`config.mk`:
```
export PLATFORM = sky130hd
export DESIGN_NAME = alu_fault_monitor
export DESIGN_NICKNAME = d
export VERILOG_FILES = /design/src/rtl/fault_pkg.sv /design/src/rtl/alu_golden.sv /design/src/rtl/alu_fault_monitor.sv
export SDC_FILE = /design/constraint.sdc
export NUM_CORES = 1
export LEC_CHECK = 0
export CORE_MARGIN = 2
export CORE_UTILIZATION = 55
export CTS_BUF_LIST = sky130_fd_sc_hd__clkbuf_8
export DETAILED_ROUTE_END_ITERATION = 7
export HOLD_SLACK_MARGIN = 0.02
export PLACE_DENSITY_LB_ADDON = 0.3
export RECOVER_POWER = 100
export SYNTH_ARGS = -nofsm -noshare
export SYNTH_HDL_FRONTEND = slang
export SYNTH_SLANG_ARGS = --single-unit
export TNS_END_PERCENT = 100
```
`constraint.sdc`:
```
create_clock -name clk -period 6.5 [get_ports clk]
set_input_delay 0.975 -clock clk [delete_from_list [all_inputs] [get_ports clk]]
set_output_delay 0.975 -clock clk [all_outputs]
set_load 0.005 [all_outputs]
```
`src/rtl/fault_pkg.sv`:
```
// Shared opcode constants, invalid-opcode sentinel and FSM state encoding
// for the ALU fault monitor.
package fault_pkg;

  localparam logic [2:0] OP_ADD = 3'b000;
  localparam logic [2:0] OP_SUB = 3'b001;
  localparam logic [2:0] OP_AND = 3'b010;
  localparam logic [2:0] OP_OR  = 3'b011;
  localparam logic [2:0] OP_XOR = 3'b100;

  localparam logic [31:0] INVALID_RESULT = 32'hDEADBEEF;

  typedef enum logic {
    ST_RUN   = 1'b0,
    ST_ALARM = 1'b1
  } state_t;

endpackage

```
`src/rtl/alu_golden.sv`:
```
// Independent combinational reference for the ALU under test: recomputes the
// expected result from the operands and opcode.
module alu_golden
  import fault_pkg::*;
(
  input  logic [31:0] a,
  input  logic [31:0] b,
  input  logic [2:0]  opcode,
  output logic [31:0] expected
);

  // Expected-result selection; unknown opcodes map to the sentinel value
  always_comb begin
    expected = INVALID_RESULT;
    case (opcode)
      OP_ADD:  expected = a + b;
      OP_SUB:  expected = a - b;
      OP_AND:  expected = a & b;
      OP_OR:   expected = a | b;
      OP_XOR:  expected = a ^ b;
      default: expected = INVALID_RESULT;
    endcase
  end

endmodule

```
`src/rtl/alu_fault_monitor.sv`:
```
// Two-stage checker comparing observed ALU results against alu_golden, with
// saturating counters and a sticky alarm. FAULT_CAPTURE_EN adds first-fault capture.
module alu_fault_monitor
  import fault_pkg::*;
#(
  parameter int THRESH = 4,
  parameter int CNT_W  = 16
) (
  input  logic             clk,
  input  logic             rst,
  input  logic             in_valid,
  output logic             in_ready,
  input  logic [31:0]      in_a,
  input  logic [31:0]      in_b,
  input  logic [2:0]       in_opcode,
  input  logic [31:0]      in_result,
  input  logic             clear,
  output logic             chk_valid,
  output logic             chk_fault,
  output logic [CNT_W-1:0] check_count,
  output logic [CNT_W-1:0] fault_count,
  output logic             alarm
`ifdef FAULT_CAPTURE_EN
  ,
  output logic [2:0]       cap_opcode,
  output logic [31:0]      cap_expected,
  output logic [31:0]      cap_observed
`endif
);

  localparam logic [CNT_W-1:0] CNT_MAX  = {CNT_W{1'b1}};
  localparam logic [CNT_W-1:0] CNT_ZERO = {CNT_W{1'b0}};
  localparam logic [CNT_W-1:0] CNT_ONE  = {{(CNT_W-1){1'b0}}, 1'b1};
  localparam logic [CNT_W-1:0] THRESH_C = CNT_W'(THRESH);

  state_t           state_r;
  logic             xfer_s;
  logic [31:0]      golden_s;
  logic             s1_valid_r;
  logic [31:0]      s1_expected_r;
  logic [31:0]      s1_observed_r;
  logic             chk_valid_r;
  logic             chk_fault_r;
  logic [CNT_W-1:0] check_count_r;
  logic [CNT_W-1:0] fault_count_r;
  logic             fault_inc_s;
  logic [CNT_W-1:0] check_next_s;
  logic [CNT_W-1:0] fault_next_s;

  assign in_ready    = (state_r == ST_RUN) && !clear;
  assign xfer_s      = in_valid && in_ready;
  assign chk_valid   = chk_valid_r;
  assign chk_fault   = chk_fault_r;
  assign check_count = check_count_r;
  assign fault_count = fault_count_r;
  assign alarm       = (state_r == ST_ALARM);

  alu_golden u_golden (
    .a        (in_a),
    .b        (in_b),
    .opcode   (in_opcode),
    .expected (golden_s)
  );

  // Stage 1 captures operands/expected; stage 2 produces the compare result
  always_ff @(posedge clk or posedge rst) begin
    if (rst) begin
      s1_valid_r    <= 1'b0;
      s1_expected_r <= 32'h0000_0000;
      s1_observed_r <= 32'h0000_0000;
      chk_valid_r   <= 1'b0;
      chk_fault_r   <= 1'b0;
    end else if (clear) begin
      s1_valid_r    <= 1'b0;
      chk_valid_r   <= 1'b0;
      chk_fault_r   <= 1'b0;
    end else begin
      s1_valid_r  <= xfer_s;
      chk_valid_r <= s1_valid_r;
      chk_fault_r <= s1_valid_r && (s1_expected_r != s1_observed_r);
      if (xfer_s) begin
        s1_expected_r <= golden_s;
        s1_observed_r <= in_result;
      end
    end
  end

  // Saturating next-count values for the completing check
  always_comb begin
    fault_inc_s  = chk_valid_r && chk_fault_r;
    check_next_s = check_count_r;
    fault_next_s = fault_count_r;
    if (chk_valid_r && (check_count_r != CNT_MAX)) begin
      check_next_s = check_count_r + CNT_ONE;
    end else begin
      check_next_s = check_count_r;
    end
    if (fault_inc_s && (fault_count_r != CNT_MAX)) begin
      fault_next_s = fault_count_r + CNT_ONE;
    end else begin
      fault_next_s = fault_count_r;
    end
  end

  // Counters and RUN/ALARM state; clear outranks any completing check
  always_ff @(posedge clk or posedge rst) begin
    if (rst) begin
      check_count_r <= CNT_ZERO;
      fault_count_r <= CNT_ZERO;
      state_r       <= ST_RUN;
    end else if (clear) begin
      check_count_r <= CNT_ZERO;
      fault_count_r <= CNT_ZERO;
      state_r       <= ST_RUN;
    end else begin
      check_count_r <= check_next_s;
      fault_count_r <= fault_next_s;
      case (state_r)
        ST_RUN: begin
          if (fault_inc_s && (fault_next_s >= THRESH_C)) begin
            state_r <= ST_ALARM;
          end
        end
        ST_ALARM: state_r <= ST_ALARM;
        default:  state_r <= ST_RUN;
      endcase
    end
  end

`ifdef FAULT_CAPTURE_EN
  logic [2:0]  s1_opcode_r;
  logic [2:0]  s2_opcode_r;
  logic [31:0] s2_expected_r;
  logic [31:0] s2_observed_r;

  // Side pipeline carrying the transaction details alongside the check
  always_ff @(posedge clk or posedge rst) begin
    if (rst) begin
      s1_opcode_r   <= 3'b000;
      s2_opcode_r   <= 3'b000;
      s2_expected_r <= 32'h0000_0000;
      s2_observed_r <= 32'h0000_0000;
    end else begin
      if (xfer_s) begin
        s1_opcode_r <= in_opcode;
      end
      if (s1_valid_r) begin
        s2_opcode_r   <= s1_opcode_r;
        s2_expected_r <= s1_expected_r;
        s2_observed_r <= s1_observed_r;
      end
    end
  end

  // A zero fault count means no fault has been captured since reset/clear
  always_ff @(posedge clk or posedge rst) begin
    if (rst) begin
      cap_opcode   <= 3'b000;
      cap_expected <= 32'h0000_0000;
      cap_observed <= 32'h0000_0000;
    end else if (clear) begin
      cap_opcode   <= 3'b000;
      cap_expected <= 32'h0000_0000;
      cap_observed <= 32'h0000_0000;
    end else if (fault_inc_s && (fault_count_r == CNT_ZERO)) begin
      cap_opcode   <= s2_opcode_r;
      cap_expected <= s2_expected_r;
      cap_observed <= s2_observed_r;
    end
  end
`endif

endmodule
```
==> reports/results.txt <==
Crit Path Max Fanout - 7
Buf/Inv on CP - 1
status - finished with violations
die area - 16700 µm²
CTS resizes - 0
post-route insts no fill - 1409
Clock H-tree levels - 3
max-slew violations - 156
worst hold path endpoint - s1_observed_r[13]
leak pwr - 0.00471 µW
Core Region - 15300 µm²
Slowest cell on crit path - dlygate4sd3_1
RR Startpoint - fault_count[0]
Hold Crit Start - s1_observed_r[13]
clock share of power - 24.4%
final setup fails - 0
Post-Place Cell Area - 10100 µm²
reg-to-reg critical path endpoint - alarm
CP peak stage delay - 0.62 ns
worst slew pin tran - 2.98 ns
Period Utilization, post-route - 85.7%
sinks on the clock net - 100
Most used DFF post-synth - dfrtp_1
violated checks - capacitance limit, slew limit
first-pass GRT wire length - 35900 µm
vias in the first global route - 7218
asr flop ratio synth - 100%
HP Class - flop to flop
CTS clk-pin slew, worst paths - 0.08 ns
worst path cell trace - dlygate4sd3_1, or4_1, nand2b_1, or3_1, nor2_1, a41oi_1, xnor2_1, ha_1, nand4_1, a2111oi_0, o31ai_1, a21oi_1, o2111ai_1, a2111oi_0, or3_1, nand3_1, a31oi_1
Mapped Nets - 1292
drt total wl - 21900 µm
share of the synthesized area in the top cell type - 29.1%
Rows - 45
DRC Markers - 0
Tot Pwr - 1760 µW
Starting Density - 56.4%
Vias/cell - 5.60
post-layout instance area - 10300 µm²
TNS Setup - 0 ns
Final Hold Fails - 0
n_diodes - 0
relative slew slack - -98.9%
minimum clock period - 5.57 ns
worst clock skew - 0.0124 ns
R2R depth - 10
commonest non-fill, non-tap cell in the layout - nand2_1
P_sw - 583 µW
Setup CP Type - primary input to flop
Power per Cell Area - 171 nW/µm²
number of CTS-inserted buffers - 9
post-synthesis cell count - 1090
RSZ-0062 raised after global routing - no
net count reported at finish - 1396
Comb power frac - 34.1%
Yosys top cell by area - dfrtp_1
Die Ht - 129 µm
post-DP HPWL - 17100 µm
Clk Tree Root Cell - clkbuf_8
crit end category - flop
IO Port Bufs - 138
Cell variety after synth - 62
layout cells sized above 1 - 2.17%
drt wl/cell - 15.6 µm
largest net degree at the start of global routing - 82
Syn Area/Cell - 7.90 µm²
Placed Instances - 1394
First DRT Iteration DRCs - 653
grt total ovfl - 0
mapped cell area - 8610 µm²
latest clock arrival within the worst-skew pair - 0.37 ns
GPL Wtd Cong - 0.974
Worst VDD drop - 0.0989 mV
Synth Register Bits - 100
DRT Pass-1 Iters - 5
Worst EP arrival - 5.86 ns
CTS hold repair buffers - 0
family with the most delay on the worst path - compound AO/OA/AOI/OAI gates
io pins - 139
CP Launch Type - primary input
Int Pwr - 1180 µW
area delta synth->final - 19.6%
EDFF count, synth - 0
Syn. warnings - 0
clock buffer depth - 2
MaxCap Viol Count - 3
sequential power share - 41.5%
hold-critical path depth - 2
Routed Antenna Nets - 0
DR vias - 7886
r2r setup slk - 3.15 ns
Required @ worst endpoint - 6.78 ns
die width - 129 µm
setup bufs post-CTS - 0
sequential element share of the synthesized area - 29.1%
commonest non-fill, non-tap cells in the layout - 177 x nand2_1, 104 x nor2_1, 100 x dfrtp_1
max frequency - 179 MHz
initial antenna violation count - 0
leading post-synthesis cells by cell area - dfrtp_1 29%, ha_1 14%, xnor2_1 9.0%, nand2_1 7.7%, nor2_1 4.5%
CTS tree - built
Global Route Usage Sum - 26.9%
switching share of power - 33.1%
==> flip-flops by register name, summed over array words and instances (netlist names) <==
register       cells
chk_valid          1
check_count       16
chk_fault          1
alarm              1
s1_expected_r     32
s1_observed_r     32
fault_count       16
s1_valid_r         1
==> cell families (layout without fill, tap and decap cells) <==
| group | after synthesis | after routing | share of synthesized area (%) |
|---|---|---|---|
| AOI/OAI and AO/OA | 252 | 252 | 18.3 |
| xor gates and xnor gates | 116 | 116 | 11.8 |
| adders and majority gates | 99 | 99 | 14.5 |
| buffers and inverters | 135 | 243 | 5.99 |
| DFF | 100 | 100 | 29.1 |
| muxes | 4 | 4 | 0.465 |
| and+or+nand+nor | 384 | 384 | 19.9 |
==> Yosys cell counts (all sizes together) (4+ instances only) <==
master    n
a211oi    6
a21o     12
a21oi    64
a221oi    6
a22o     12
a22oi     8
a31oi    29
and2      4
and3      4
buf      10
clkbuf   43
dfrtp   100
ha       98
inv      81
mux2i     4
nand2   177
nand2b    6
nand3    30
nand4    21
nor2    104
nor2b     4
nor3      6
nor4      6
o21ai    71
o22ai     6
o31ai     8
o41ai     4
or3       8
xnor2    88
xor2     28
==> worst reg2reg max path: cells and delay by family (launching register included) <==
kind            cells  cell delay (ns)
fa+ha+maj           1             0.31
compound gates      5             1.56
simple gates        4             0.85
flops               1             0.46
==> worst max path at each step <==
stage          startpoint           endpoint  slack (ns)  cells past startpoint
2_1_floorplan     in_b[6]  s1_expected_r[30]        1.88                     17
3_3_place_gp      in_b[5]  s1_expected_r[31]         1.0                     17
3_5_place_dp      in_b[5]  s1_expected_r[30]        0.93                     17
4_1_cts           in_b[5]  s1_expected_r[30]        1.29                     17
5_1_grt           in_b[5]  s1_expected_r[30]        0.55                     17
6_report          in_b[5]  s1_expected_r[30]        0.93                     17
==> power by group through the flow <==
stage          Clock, µW  Combinational [µW]  Sequential (µW)
2_1_floorplan          0                 408              729
3_3_place_gp           0                 591              739
3_5_place_dp           0                 598              741
4_1_cts              440                 601              730
5_1_grt              459                 670              738
6_report             430                 601              730
==> layout make-up <==
class | instances | area [µm²]
clock buffers | 10 | 138
well taps | 211 | 264
flip-flops and latches | 100 | 2500
multi-input cells | 855 | 5580
inverters | 82 | 309
repair buffers | 146 | 1420
fillers | 1290 | 4960
clock inverters | 5 | 77.6
==> layer usage <==
metal  vias up  global-route usage [%]  wire length (µm)
met1      3614                    39.7             10500
met4         0                    7.35               425
met5         -                       0                 0
met3        32                    2.81              1280
li1       3956                       -                 -
met2       284                    42.0              9740
==> stage by stage <==
stage | setup WS, ns | utilization, % | hold slack [ns]
2_1_floorplan | 1.88 | - | 0.467
3_3_place_gp | 0.995 | 66.2 | 0.477
3_5_place_dp | 0.932 | 66.2 | 0.485
4_1_cts | 1.29 | 67.6 | 0.507
5_1_grt | 0.549 | 67.5 | 0.528
6_report | 0.928 | 67.5 | 0.504
(Power assumes the default switching activity.)
